File: src/rtl/usb_tx_pkg.sv
// Shared types and constants for the USB full-speed transmitter and its CRC16 helper.
package usb_tx_pkg;

  typedef enum logic [2:0] {
    CMD_NONE  = 3'd0,
    CMD_DATA0 = 3'd1,
    CMD_DATA1 = 3'd2,
    CMD_ACK   = 3'd3,
    CMD_NAK   = 3'd4,
    CMD_STALL = 3'd5
  } tx_cmd_e;

  typedef enum logic [2:0] {
    S_IDLE, S_SYNC, S_PID, S_DATA, S_CRC_LO, S_CRC_HI, S_EOP_SE0, S_EOP_J
  } tx_state_e;

  localparam logic [7:0] SYNC_BYTE = 8'h80;
  localparam logic [7:0] PID_DATA0 = 8'hC3;
  localparam logic [7:0] PID_DATA1 = 8'h4B;
  localparam logic [7:0] PID_ACK   = 8'hD2;
  localparam logic [7:0] PID_NAK   = 8'h5A;
  localparam logic [7:0] PID_STALL = 8'h1E;

  localparam logic [15:0] CRC16_POLY = 16'h8005;
  localparam logic [15:0] CRC16_INIT = 16'hFFFF;

  // Bits leave LSB first, so the serial register runs in reflected form.
  function automatic logic [15:0] reflect16(input logic [15:0] v);
    logic [15:0] r;
    r = '0;
    for (int i = 0; i < 16; i++) r[i] = v[15-i];
    return r;
  endfunction

endpackage

File: src/rtl/usb_crc16.sv
// Serial USB CRC16 (reflected, LSB-first input); output is the complemented register,
// whose low byte goes on the wire first.
module usb_crc16
  import usb_tx_pkg::*;
(
  input  logic        clk,
  input  logic        n_rst,
  input  logic        i_clr,
  input  logic        i_en,
  input  logic        i_bit,
  output logic [15:0] o_crc
);

  localparam logic [15:0] POLY_R = reflect16(CRC16_POLY);

  logic [15:0] r_crc;

  always_ff @(posedge clk or negedge n_rst) begin
    if (!n_rst)      r_crc <= CRC16_INIT;
    else if (i_clr)  r_crc <= CRC16_INIT;
    else if (i_en)   r_crc <= (r_crc >> 1) ^ ((r_crc[0] ^ i_bit) ? POLY_R : 16'h0000);
  end

  assign o_crc = ~r_crc;

endmodule

File: src/rtl/usb_tx.sv
// USB full-speed packet transmitter: SYNC, PID, payload, CRC16, EOP with NRZI and
// bit stuffing, pulling payload bytes from the TX buffer one bit period ahead.
module usb_tx
  import usb_tx_pkg::*;
#(
  parameter int CLKS_PER_BIT = 8,
  parameter int MAX_PAYLOAD  = 64
) (
  input  logic       clk,
  input  logic       n_rst,
  input  logic [2:0] tx_packet,
  input  logic [6:0] buffer_occupancy,
  input  logic [7:0] tx_packet_data,
  output logic       get_tx_packet_data,
  output logic       tx_transfer_active,
  output logic       tx_error,
  output logic       dplus_out,
  output logic       dminus_out
);

  localparam int CNT_W = (CLKS_PER_BIT > 1) ? $clog2(CLKS_PER_BIT) : 1;
  localparam logic [CNT_W-1:0] LAST_CLK = CNT_W'(CLKS_PER_BIT - 1);
  localparam logic [6:0] MAX_P = 7'(MAX_PAYLOAD);

  tx_state_e        r_state, w_nxt_state;
  logic [CNT_W-1:0] r_clk_cnt;
  logic [2:0]       r_idx, w_nxt_idx;
  logic [7:0]       r_shift, w_nxt_shift;
  logic [7:0]       r_next_byte;
  logic [7:0]       r_pid, w_nxt_pid;
  logic [2:0]       r_ones, w_nxt_ones;
  logic             r_stuff, w_nxt_stuff;
  logic [6:0]       r_count, w_nxt_count;
  logic [6:0]       r_byte_cnt, w_nxt_byte_cnt;
  logic             r_is_data, w_nxt_is_data;
  logic             r_line, w_nxt_line;
  logic             r_se0, w_nxt_se0;
  logic             r_err, w_err;
  logic             w_tick, w_load, w_raw, w_nxt_raw, w_get;
  logic [15:0]      w_crc;

  assign w_tick = (r_clk_cnt == LAST_CLK);
  assign w_raw  = r_stuff ? 1'b0 : r_shift[r_idx];

  usb_crc16 u_crc (
    .clk   (clk),
    .n_rst (n_rst),
    .i_clr (r_state == S_SYNC),
    .i_en  ((r_state == S_DATA) && (r_clk_cnt == '0) && !r_stuff),
    .i_bit (r_shift[r_idx]),
    .o_crc (w_crc)
  );

  // Pop during the first cycle of the last real bit of the byte before each payload byte.
  always_comb begin
    w_get = 1'b0;
    if ((r_clk_cnt == '0) && !r_stuff && (r_idx == 3'd7)) begin
      if (r_state == S_PID)  w_get = r_is_data && (r_count != 7'd0);
      if (r_state == S_DATA) w_get = ((r_byte_cnt + 7'd1) != r_count);
    end
  end

  always_comb begin
    w_nxt_state    = r_state;
    w_nxt_idx      = r_idx;
    w_nxt_shift    = r_shift;
    w_nxt_pid      = r_pid;
    w_nxt_ones     = r_ones;
    w_nxt_stuff    = r_stuff;
    w_nxt_count    = r_count;
    w_nxt_byte_cnt = r_byte_cnt;
    w_nxt_is_data  = r_is_data;
    w_nxt_line     = r_line;
    w_nxt_se0      = r_se0;
    w_err          = 1'b0;
    w_load         = 1'b0;

    case (r_state)
      S_IDLE: begin
        w_nxt_line = 1'b1;
        w_nxt_se0  = 1'b0;
        case (tx_packet)
          CMD_NONE: ;
          CMD_DATA0, CMD_DATA1: begin
            if (buffer_occupancy > MAX_P) begin
              w_err = 1'b1;
            end else begin
              w_nxt_state   = S_SYNC;
              w_nxt_is_data = 1'b1;
              w_nxt_count   = buffer_occupancy;
              w_nxt_pid     = (tx_packet == CMD_DATA0) ? PID_DATA0 : PID_DATA1;
            end
          end
          CMD_ACK, CMD_NAK, CMD_STALL: begin
            w_nxt_state   = S_SYNC;
            w_nxt_is_data = 1'b0;
            w_nxt_count   = 7'd0;
            w_nxt_pid     = (tx_packet == CMD_ACK) ? PID_ACK :
                            (tx_packet == CMD_NAK) ? PID_NAK : PID_STALL;
          end
          default: w_err = 1'b1;
        endcase
        if (w_nxt_state == S_SYNC) begin
          w_nxt_idx      = 3'd0;
          w_nxt_shift    = SYNC_BYTE;
          w_nxt_ones     = 3'd0;
          w_nxt_stuff    = 1'b0;
          w_nxt_byte_cnt = 7'd0;
          w_load         = 1'b1;
        end
      end

      S_SYNC, S_PID, S_DATA, S_CRC_LO, S_CRC_HI: begin
        if (w_tick) begin
          w_load = 1'b1;
          if (!r_stuff && w_raw && (r_ones == 3'd5)) begin
            w_nxt_stuff = 1'b1;
            w_nxt_ones  = 3'd0;
          end else begin
            w_nxt_stuff = 1'b0;
            w_nxt_ones  = w_raw ? (r_ones + 3'd1) : 3'd0;
            if (r_idx != 3'd7) begin
              w_nxt_idx = r_idx + 3'd1;
            end else begin
              w_nxt_idx = 3'd0;
              case (r_state)
                S_SYNC: begin
                  w_nxt_state = S_PID;
                  w_nxt_shift = r_pid;
                end
                S_PID: begin
                  if (!r_is_data) begin
                    w_nxt_state = S_EOP_SE0;
                  end else if (r_count != 7'd0) begin
                    w_nxt_state = S_DATA;
                    w_nxt_shift = r_next_byte;
                  end else begin
                    w_nxt_state = S_CRC_LO;
                    w_nxt_shift = w_crc[7:0];
                  end
                end
                S_DATA: begin
                  if ((r_byte_cnt + 7'd1) == r_count) begin
                    w_nxt_state = S_CRC_LO;
                    w_nxt_shift = w_crc[7:0];
                  end else begin
                    w_nxt_shift    = r_next_byte;
                    w_nxt_byte_cnt = r_byte_cnt + 7'd1;
                  end
                end
                S_CRC_LO: begin
                  w_nxt_state = S_CRC_HI;
                  w_nxt_shift = w_crc[15:8];
                end
                default: w_nxt_state = S_EOP_SE0;
              endcase
              if (w_nxt_state == S_EOP_SE0) begin
                w_load    = 1'b0;
                w_nxt_se0 = 1'b1;
              end
            end
          end
        end
      end

      S_EOP_SE0: begin
        if (w_tick) begin
          if (r_idx == 3'd1) begin
            w_nxt_state = S_EOP_J;
            w_nxt_idx   = 3'd0;
            w_nxt_se0   = 1'b0;
            w_nxt_line  = 1'b1;
          end else begin
            w_nxt_idx = r_idx + 3'd1;
          end
        end
      end

      default: begin
        if (w_tick) w_nxt_state = S_IDLE;
      end
    endcase

    // NRZI: a raw 0 flips the line at the start of its bit period.
    w_nxt_raw = w_nxt_stuff ? 1'b0 : w_nxt_shift[w_nxt_idx];
    if (w_load && !w_nxt_raw) w_nxt_line = ~w_nxt_line;
  end

  always_ff @(posedge clk or negedge n_rst) begin
    if (!n_rst) begin
      r_state     <= S_IDLE;
      r_clk_cnt   <= '0;
      r_idx       <= 3'd0;
      r_shift     <= 8'h00;
      r_next_byte <= 8'h00;
      r_pid       <= 8'h00;
      r_ones      <= 3'd0;
      r_stuff     <= 1'b0;
      r_count     <= 7'd0;
      r_byte_cnt  <= 7'd0;
      r_is_data   <= 1'b0;
      r_line      <= 1'b1;
      r_se0       <= 1'b0;
      r_err       <= 1'b0;
    end else begin
      r_state     <= w_nxt_state;
      r_clk_cnt   <= ((r_state == S_IDLE) || w_tick) ? '0 : r_clk_cnt + 1'b1;
      r_idx       <= w_nxt_idx;
      r_shift     <= w_nxt_shift;
      r_pid       <= w_nxt_pid;
      r_ones      <= w_nxt_ones;
      r_stuff     <= w_nxt_stuff;
      r_count     <= w_nxt_count;
      r_byte_cnt  <= w_nxt_byte_cnt;
      r_is_data   <= w_nxt_is_data;
      r_line      <= w_nxt_line;
      r_se0       <= w_nxt_se0;
      r_err       <= w_err;
      if (w_get) r_next_byte <= tx_packet_data;
    end
  end

  assign get_tx_packet_data = w_get;
  assign tx_transfer_active = (r_state != S_IDLE);
  assign tx_error           = r_err;
  assign dplus_out          = r_se0 ? 1'b0 : r_line;
  assign dminus_out         = r_se0 ? 1'b0 : ~r_line;

endmodule

File: config.mk
export PLATFORM = sky130hd
export DESIGN_NAME = usb_tx
export DESIGN_NICKNAME = d
export VERILOG_FILES = /design/src/rtl/usb_tx_pkg.sv /design/src/rtl/usb_crc16.sv /design/src/rtl/usb_tx.sv
export SDC_FILE = /design/constraint.sdc
export NUM_CORES = 1
export LEC_CHECK = 0
export CORE_MARGIN = 2
export CORE_UTILIZATION = 40
export DETAILED_ROUTE_END_ITERATION = 10
export GPL_TIMING_DRIVEN = 1
export MAX_ROUTING_LAYER = met4
export PLACE_DENSITY_LB_ADDON = 0.08
export SETUP_SLACK_MARGIN = 0.05
export SYNTH_ARGS = -nofsm -noshare
export SYNTH_HDL_FRONTEND = slang
export SYNTH_SLANG_ARGS = --single-unit
File: constraint.sdc
create_clock -name clk -period 8.8 [get_ports clk]
set_input_delay 0.88 -clock clk [delete_from_list [all_inputs] [get_ports clk]]
set_output_delay 0.88 -clock clk [all_outputs]
set_load 0.01 [all_outputs]
After elaboration in Yosys (flattened, before gate mapping) --
Index checks and enable logic that the tools add are counted.
Cells by class: $add $sub $neg 4, order comparisons 3, equality and inequality tests 30, mux-type cells 94, bitwise operators 5, reductions and logical operators 30
Operator list (count):
- $mux 8 | 10
- $mux 3 | 26
- $mux 7 | 8
- $mux 16 | 3
- $pmux 8 s2 | 2
- $pmux 8 s4 | 1
- $mux 1 | 29
- $pmux 7 s2 | 2
- $eq 3x3->1 const B | 9
- $ne 2x2->1 const B | 10
- $pmux 3 s3 | 2
- $not 16->16 | 1
- $xor 15x16->16 | 1
- $reduce_and 7->1 | 2
- $eq 3x1->1 const B | 4
- $eq 3x2->1 const B | 4
- $pmux 3 s2 | 2
- $pmux 3 s4 | 1
- $pmux 1 s2 | 5
- $add 3x1->3 const B | 3
- $logic_not 3->1 | 3
- $logic_and 1x1->1 | 8
- $lt 3x4->1 const B | 2
- $reduce_bool 2->1 | 4
- 19 further kinds | 24
Word-level totals: register bits 71, bits of input ports 20, output and inout port bits 5, logic and storage cells 181

Logic depth before layout (Yosys ltp) --
Gate-level depths: netlist (run 1).
depth after elaboration 16, mapped depth 13, mapped depth without buffers 12

Hierarchy --
A second synthesis (run 1) with hierarchy kept.
Unflattened totals: cell total of the unflattened synthesis 460, area total of the unflattened synthesis 4334.2 um^2
Modules (own cells, without submodules):
- usb_tx | times used 1, cells each 386, area each 3602.2 um^2, seq. area each 1327.5 um^2
- usb_crc16 | times used 1, cells each 74, area each 732.0 um^2, seq. area each 420.4 um^2

Worst setup path before layout (run 1) --
No wires, ideal clock.
path type input-to-reg, from input buffer_occupancy[0], to register r_line, library setup time 0.094 ns, arrival time 3.444 ns, data required time 8.706 ns, path slack 5.262 ns, stages 10, path buffers 0, cell sequence nor4_2 a21boi_1 nor3_2 nor4_1 o41a_1 o32ai_2 mux2i_1 mux2i_1 a22o_1 or4_1
On the way: word-level cells in the longest chain between the ends 13, elaborated cells on any way between the ends 19, those cells by class order compare (1); eq/ne (1); mux (15); reduce/logical (2)
RTL lines:
- start, declared | RTL line usb_tx.sv:12 | input logic [6:0] buffer_occupancy,
- $gt 7x7->1 (*) | RTL line usb_tx.sv:85 | if (buffer_occupancy > MAX_P) begin
- $mux 3 (*) | RTL line usb_tx.sv:85
- $pmux 3 s2 (*) | RTL line usb_tx.sv:82 | case (tx_packet)
- $mux 3 (*) | RTL line usb_tx.sv:78 | case (r_state)
- $eq 3x1->1 (*) | RTL line usb_tx.sv:103 | if (w_nxt_state == S_SYNC) begin
- $mux 3 or $mux 8 (tied branches) | RTL line usb_tx.sv:103
- $pmux 3 s3 or $pmux 8 s2 (tied branches) | RTL line usb_tx.sv:78
- $bmux 1 s3 | RTL line usb_tx.sv:185 | w_nxt_raw = w_nxt_stuff ? 1'b0 : w_nxt_shift[w_nxt_idx];
- $mux 1 (not written as such) | RTL line usb_tx.sv:185
- $mux 1 | RTL line usb_tx.sv:185
- $logic_not 1->1 | RTL line usb_tx.sv:186 | if (w_load && !w_nxt_raw) w_nxt_line = ~w_nxt_line;
- $logic_and 1x1->1 (*) | RTL line usb_tx.sv:186
- $mux 1 (*) | RTL line usb_tx.sv:186
- via w_nxt_line | RTL line usb_tx.sv:36 | logic r_line, w_nxt_line;
- end signal, assigned | RTL line usb_tx.sv:216 | r_line <= w_nxt_line;
- end, declared | RTL line usb_tx.sv:36
Mark *: on every way through the listed nets, which the timed path passes. The rest lies on a longest branch. The select of a mux whose other input is x is not followed. A chain may end at the register's enable or synchronous reset.

Worst setup path in the final report (run 1) --
from register r_byte_cnt[0], to output get_tx_packet_data
On the way: word-level cells in the longest chain between the ends 4
RTL lines:
- start, declared | RTL line usb_tx.sv:34 | logic [6:0] r_byte_cnt, w_nxt_byte_cnt;
- start signal, assigned | RTL line usb_tx.sv:214 | r_byte_cnt <= w_nxt_byte_cnt;
- $add 7x1->7 | RTL line usb_tx.sv:59 | if (r_state == S_DATA) w_get = ((r_byte_cnt + 7'd1) != r_count);
- $ne 7x7->1 | RTL line usb_tx.sv:59
- $mux 1 | RTL line usb_tx.sv:59
- $mux 1 | RTL line usb_tx.sv:57 | if ((r_clk_cnt == '0) && !r_stuff && (r_idx == 3'd7)) begin
- end, declared | RTL line usb_tx.sv:14 | output logic get_tx_packet_data,
Every way passes these cells.

==> results.json, run 1 <==
{
  "layout_commonest_cell": "nand2_1",
  "regToRegEndpoint": "r_line$_DFF_PN1_",
  "ios": 25,
  "dp_hpwl_um": 8520,
  "clockBufferDepth": 2,
  "cp.arrival_ns": 3.89,
  "syn_area_um2": 4350,
  "fin_area_um2": 4850,
  "grt.total_usage": 0.221,
  "async_flop_share": 1.00,
  "total_power_mw": 1.55,
  "grtUsageMet3": 0.0512,
  "clock_latency_ns": 0.37,
  "cp_data_required_time_ns": 7.92,
  "worst_path_largest_cell_delay_ns": 0.57,
  "place_congestion": 0.917,
  "outcome": "finished, final reports clean",
  "fin_util": 0.451,
  "grt_util_met2": 0.311,
  "ys_seq_area_frac": 0.402,
  "clk_pin_slew_ns": 0.07,
  "rsz0062_at_grt": "no",
  "hp-start": "r_clk_cnt[0]$_DFF_PN0_",
  "layout_common_cells": "nand2_1 (67), dfrtp_1 (52), nor2_1 (51)",
  "critPathKind": "register to output port",
  "cts_sinks": 69,
  "fp.dieW_um": 108,
  "maxCapViolCount": 0,
  "fin_worst_skew_ns": 0.0120,
  "ys_ff_latch": 69,
  "placed_area_um2": 4640,
  "core.rowCount": 38,
  "worstHoldEndpoint": "r_clk_cnt[0]$_DFF_PN0_",
  "end_kind": "output port",
  "synth_ff_type": "dfrtp_1",
  "drt-wirelength-per-cell_um": 18.1,
  "syn_area_per_cell_um2": 8.77,
  "crit_chain": "ha_1 -> nand3_1 -> or3_2 -> a21oi_1 -> or3_1 -> a21oi_1 -> nand4b_1 -> clkinv_1 -> clkdlybuf4s50_1",
  "antenna_cells": 0,
  "gr-total-overflow": 0,
  "drtIter0Drc": 297,
  "clk_root_buffer_cell": "clkbuf_8",
  "timing.hold.ws_ns": 0.466,
  "cts-resized-gates": 0,
  "port-buffer-count": 24,
  "fin_nets": 537,
  "hp-class": "register to register",
  "die_h_um": 108,
  "start_util": 0.405,
  "grt_max_degree": 70,
  "busiest_layer": "met2",
  "syn-num-nets": 525,
  "crit_family": "simple AND/OR/NAND/NOR gates",
  "drv_slew": 0,
  "area_growth_pct": 11.6,
  "start_kind": "register",
  "htreeDepth": 3,
  "path_common_cell": "a21oi_1",
  "synth_edf_count": 0,
  "crit_buf_inv": 2,
  "slowest_stage": "clkdlybuf4s50_1",
  "leakage_nw": 1.99,
  "power.density_nw_per_um2": 320,
  "dieArea_um2": 11700,
  "finalSetupTns_ns": 0,
  "reg2reg_depth": 10,
  "cts_made_buffers": 9,
  "worst_slew_pin_slew_ns": 1.19,
  "detail-route-antenna-nets": 0,
  "slew_headroom": 0.204,
  "worst-path-max-fanout": 9,
  "finalCritPeriodShare": 0.542,
  "reg2reg_slack_ns": 5.04,
  "drc": 0,
  "period_needed_ns": 4.77,
  "dr.pass1.iters": 5,
  "netlist_instances": 496,
  "hold_buffers": 0,
  "r2r-start": "r_state[0]$_DFFE_PN0P_",
  "drive_gt1_frac": 0.119,
  "yosys_warnings": 0,
  "core_area_um2": 10700,
  "fmax_ghz": 0.210,
  "wl_um": 11800,
  "drt-vias-per-instance": 5.89,
  "grt_pass1_wl_um": 19200,
  "global_route.usage.met1": 0.302,
  "hold_viol": 0,
  "irDropWorstVdd_mv": 0.124,
  "min_path_cells": 1,
  "post-cts-setup-buffer-count": 0,
  "ys_types": 77,
  "antenna_found_initial": 0,
  "cts_tree": "yes",
  "vias": 3848,
  "grt_pass1_vias": 3618,
  "setup_viol": 0
}
[cell usage after synthesis (4+ instances only)]
| cell | number | area (µm²) |
|---|---|---|
| a21oi_1 | 30 | 150 |
| nand2b_1 | 7 | 43.8 |
| o21ai_0 | 35 | 175 |
| nand3_1 | 5 | 25.0 |
| nor2b_1 | 9 | 56.3 |
| mux2i_1 | 15 | 150 |
| nor4_1 | 4 | 25.0 |
| inv_1 | 16 | 60.1 |
| nor3b_1 | 4 | 30.0 |
| o21a_1 | 7 | 52.6 |
| o22ai_1 | 5 | 31.3 |
| a22o_1 | 9 | 78.8 |
| dfstp_2 | 17 | 447 |
| o22a_1 | 12 | 105 |
| xor2_1 | 5 | 43.8 |
| nor3_1 | 10 | 50.1 |
| o211ai_1 | 7 | 52.6 |
| xnor2_1 | 5 | 43.8 |
| nor2_1 | 51 | 191 |
| a31oi_1 | 12 | 75.1 |
| or3_1 | 7 | 43.8 |
| dfrtp_1 | 52 | 1300 |
| ha_1 | 9 | 113 |
| clkbuf_1 | 20 | 75.1 |
| nand2_1 | 67 | 251 |
[per-layer routing]
layer  vias to the layer above  part of all wire
met3                        24             0.049
met4                         0             0.023
li1                       1817                 -
met2                       113              0.45
met1                      1894              0.48
met5                         -                 0
[state kept, by name (all words and copies together), names as in the netlist]
register and flops:
u_crc.r_crc 16, r_clk_cnt 3, r_count 7, r_idx 3, r_pid 7, r_shift 8
r_stuff 1, r_state 3, r_ones 3, r_se0 1, r_byte_cnt 7, r_next_byte 8
tx_error 1, r_line 1
[kinds of logic (layout without fill, tap and decap cells)]
kind of cell | Yosys count | after routing | synth area share
buffers and inverters | 43 | 60 | 0.0481
adders and majority gates | 9 | 9 | 0.0259
muxes | 16 | 16 | 0.0371
xor gates and xnor gates | 10 | 10 | 0.0201
DFF | 69 | 69 | 0.402
and+or+nand+nor | 198 | 198 | 0.228
AOI/OAI and AO/OA | 151 | 151 | 0.238
[worst max path at each step]
stage                                   start            endpoint  slack [ns]  cells past startpoint
finish              r_byte_cnt[0]$_DFFE_PN0P_  get_tx_packet_data        4.03                      9
global route        r_byte_cnt[0]$_DFFE_PN0P_  get_tx_packet_data        3.70                      9
CTS                 r_byte_cnt[0]$_DFFE_PN0P_  get_tx_packet_data        4.05                      9
detailed placement        buffer_occupancy[0]    r_line$_DFF_PN1_        4.40                     11
global placement          buffer_occupancy[0]    r_line$_DFF_PN1_        4.53                     11
floorplan                 buffer_occupancy[0]    r_line$_DFF_PN1_        5.26                     10
[stage by stage]
step | cells | setup slack (ns)
4_1_cts | 653 | 4.05
3_5_place_dp | 637 | 4.40
3_3_place_gp | 637 | 4.53
6_report | 653 | 4.03
5_1_grt | 653 | 3.70
2_1_floorplan | 496 | 5.26
[cell type report]
cell class | instances | area, µm²
repair buffers | 27 | 258
clock inverters | 2 | 10.0
clock buffers | 14 | 205
flip-flops and latches | 69 | 1750
inverters | 17 | 63.8
fillers | 1061 | 5890
multi-input cells | 384 | 2390
well taps | 140 | 175
[report_power, final]
part | total [mW] | internal (mW) | switching, mW
Combinational | 0.671 | 0.287 | 0.384
Clock | 0.275 | 0.151 | 0.124
Sequential | 0.604 | 0.443 | 0.161
Power figures use the tool's default switching activity.
==> inputs of run 2 (changes only) <==
- clock period: 8.8 -> 4.51 ns (I/O delays scaled with it)
==> run 2 against run 1 <==
Effect of this change: clock skew decreased by 0.0019 ns; hold slack got worse by 0.34 ns; setup slack got worse by 3.7 ns; non-clock buffer count increased by 5; die area unchanged; final cell count increased by 0.77%; critical path depth unchanged; total power increased by 91%; highest routed layer unchanged; combinational power increased by 100%; sequential power increased by 92%.
==> results.json, run 2 (same netlist as run 1, synthesis figures left out) <==
{
  "detail-route-antenna-nets": 0,
  "grt_pass1_vias": 3572,
  "ios": 25,
  "top_regs": "u_crc.r_crc: 16 flops, r_next_byte: 8 flops, r_shift: 8 flops",
  "power_switching_mw": 1.31,
  "drtIter0Drc": 225,
  "clk_root_buffer_cell": "clkbuf_8",
  "setup_viol": 0,
  "reg2reg_slack_ns": 0.95,
  "die_h_um": 108,
  "wl_met2_um": 5130,
  "combPwrFrac": 0.452,
  "finalCritPeriodShare": 0.930,
  "dr.pass1.iters": 4,
  "worst_path_largest_cell_delay_ns": 0.57,
  "worst-path-max-fanout": 9,
  "dp_hpwl_um": 8620,
  "grt_max_degree": 41,
  "rsz0062_at_grt": "no",
  "worst_slew_pin_slew_ns": 1.11,
  "dieArea_um2": 11700,
  "clock_latency_ns": 0.37,
  "hold_viol": 0,
  "drt-wirelength-per-cell_um": 17.8,
  "fin_nets": 542,
  "slowest_stage": "clkdlybuf4s50_1",
  "placed_area_um2": 4670,
  "fillerInstances": 1076,
  "fin_worst_skew_ns": 0.0101,
  "met1_length_um": 5780,
  "power.internal_mw": 1.65,
  "largest_register_ffs": 16,
  "netSwitchingFraction": 0.442,
  "reg2reg_depth": 11,
  "largest_register": "u_crc.r_crc",
  "wl_met3_um": 542,
  "outcome": "finished, final reports clean",
  "core.rowCount": 38,
  "irDropWorstVdd_mv": 0.294,
  "cp_data_required_time_ns": 4.06,
  "cts_sinks": 69,
  "layout_commonest_cell": "nand2_1",
  "crit_chain": "ha_1 -> nand3_1 -> or3_2 -> a21oi_2 -> or3_1 -> a21oi_1 -> nand4b_1 -> clkinv_1 -> clkdlybuf4s50_1",
  "start_util": 0.405,
  "fmax_ghz": 0.239,
  "core_area_um2": 10700,
  "period_needed_ns": 4.19,
  "grt.total_usage": 0.221,
  "finalSetupTns_ns": 0,
  "clockPowerShare": 0.156,
  "fp.dieW_um": 108,
  "fin_area_um2": 4850,
  "hold_buffers": 0,
  "start_kind": "register",
  "gr-total-overflow": 0,
  "drive_gt1_frac": 0.131,
  "area_growth_pct": 11.6,
  "total_power_mw": 2.96,
  "grt_pass1_wl_um": 19200,
  "cp.arrival_ns": 3.74,
  "top_layer_used": "met4",
  "drt-vias-per-instance": 5.77,
  "clockBufferDepth": 2,
  "wl_um": 11700,
  "antenna_found_initial": 0,
  "seqPwrFrac": 0.392,
  "critPathKind": "register to output port",
  "cts_made_buffers": 9,
  "register_area_um2": 1750,
  "htreeDepth": 3,
  "antenna_cells": 0,
  "port-buffer-count": 24,
  "end_kind": "output port",
  "vias": 3798,
  "multi_input_area_um2": 2390,
  "power.density_nw_per_um2": 611,
  "drc": 0,
  "leakage_nw": 2.00,
  "slew_headroom": 0.259,
  "maxCapViolCount": 0,
  "drv_slew": 0,
  "clk_pin_slew_ns": 0.08,
  "cts_tree": "yes",
  "timing.hold.ws_ns": 0.121,
  "regToRegEndpoint": "r_line$_DFF_PN1_",
  "hp-class": "primary input to asynchronous set/reset pin",
  "place_congestion": 0.913,
  "layout_common_cells": "nand2_1 (67), dfrtp_1 (52), nor2_1 (51)",
  "r2r-start": "r_byte_cnt[0]$_DFFE_PN0P_"
}
-- run 2: metrics by stage --
step,setup WS [ns],utilization,instances
after floorplan,1.40,-,496
after global placement,0.692,0.435,642
after detailed placement,0.567,0.435,642
after CTS,0.191,0.451,658
after global routing,0.0527,0.451,658
final,0.317,0.451,658
-- run 2: per-layer routing --
metal  global-route usage  vias up
met1                0.305     1874
li1                     -     1824
met3               0.0440       17
met2                0.318       83
met5                    -        -
met4               0.0879        0
-- run 2: layout make-up --
type,count,share of cell area
multi-input combinational,384,0.494
sequential,69,0.360
timing repair buffer,32,0.0609
tap,140,0.0361
clock buffer,10,0.0284
inverter,17,0.0132
clock inverter,6,0.00748
-- run 2: timing repair --
action                                  in CTS  in global routing
gates resized for setup                      0                  1
buffers inserted                             0                  0
endpoints found under the setup margin       0                  1
-- run 2: worst max-delay path by stage --
stage	startpoint	endpoint	slack (ns)	cells after the start
2_1_floorplan	buffer_occupancy[0]	r_line$_DFF_PN1_	1.40	10
3_3_place_gp	buffer_occupancy[0]	r_line$_DFF_PN1_	0.69	11
3_5_place_dp	buffer_occupancy[0]	r_line$_DFF_PN1_	0.57	11
4_1_cts	r_byte_cnt[0]$_DFFE_PN0P_	get_tx_packet_data	0.19	9
5_1_grt	r_byte_cnt[0]$_DFFE_PN0P_	get_tx_packet_data	0.05	9
6_report	r_byte_cnt[0]$_DFFE_PN0P_	get_tx_packet_data	0.32	9
-- run 2: critical path, delay by kind of cell, from the launching register on --
family | cells | cell delay (ns)
AO/OA/AOI/OAI | 2 | 0.42
adder cells (fa/ha/maj) | 1 | 0.31
buffers and inverters | 2 | 0.86
flip-flops | 1 | 0.44
AND/OR/NAND/NOR | 4 | 1.35
-- run 2: power groups by stage --
stage	Combinational (mW)	Sequential (mW)	Clock (mW)
global placement	1.32	1.17	0
detailed placement	1.33	1.16	0
CTS	1.34	1.15	0.478
finish	1.34	1.16	0.462
global route	1.50	1.20	0.507
floorplan	1.13	1.01	0
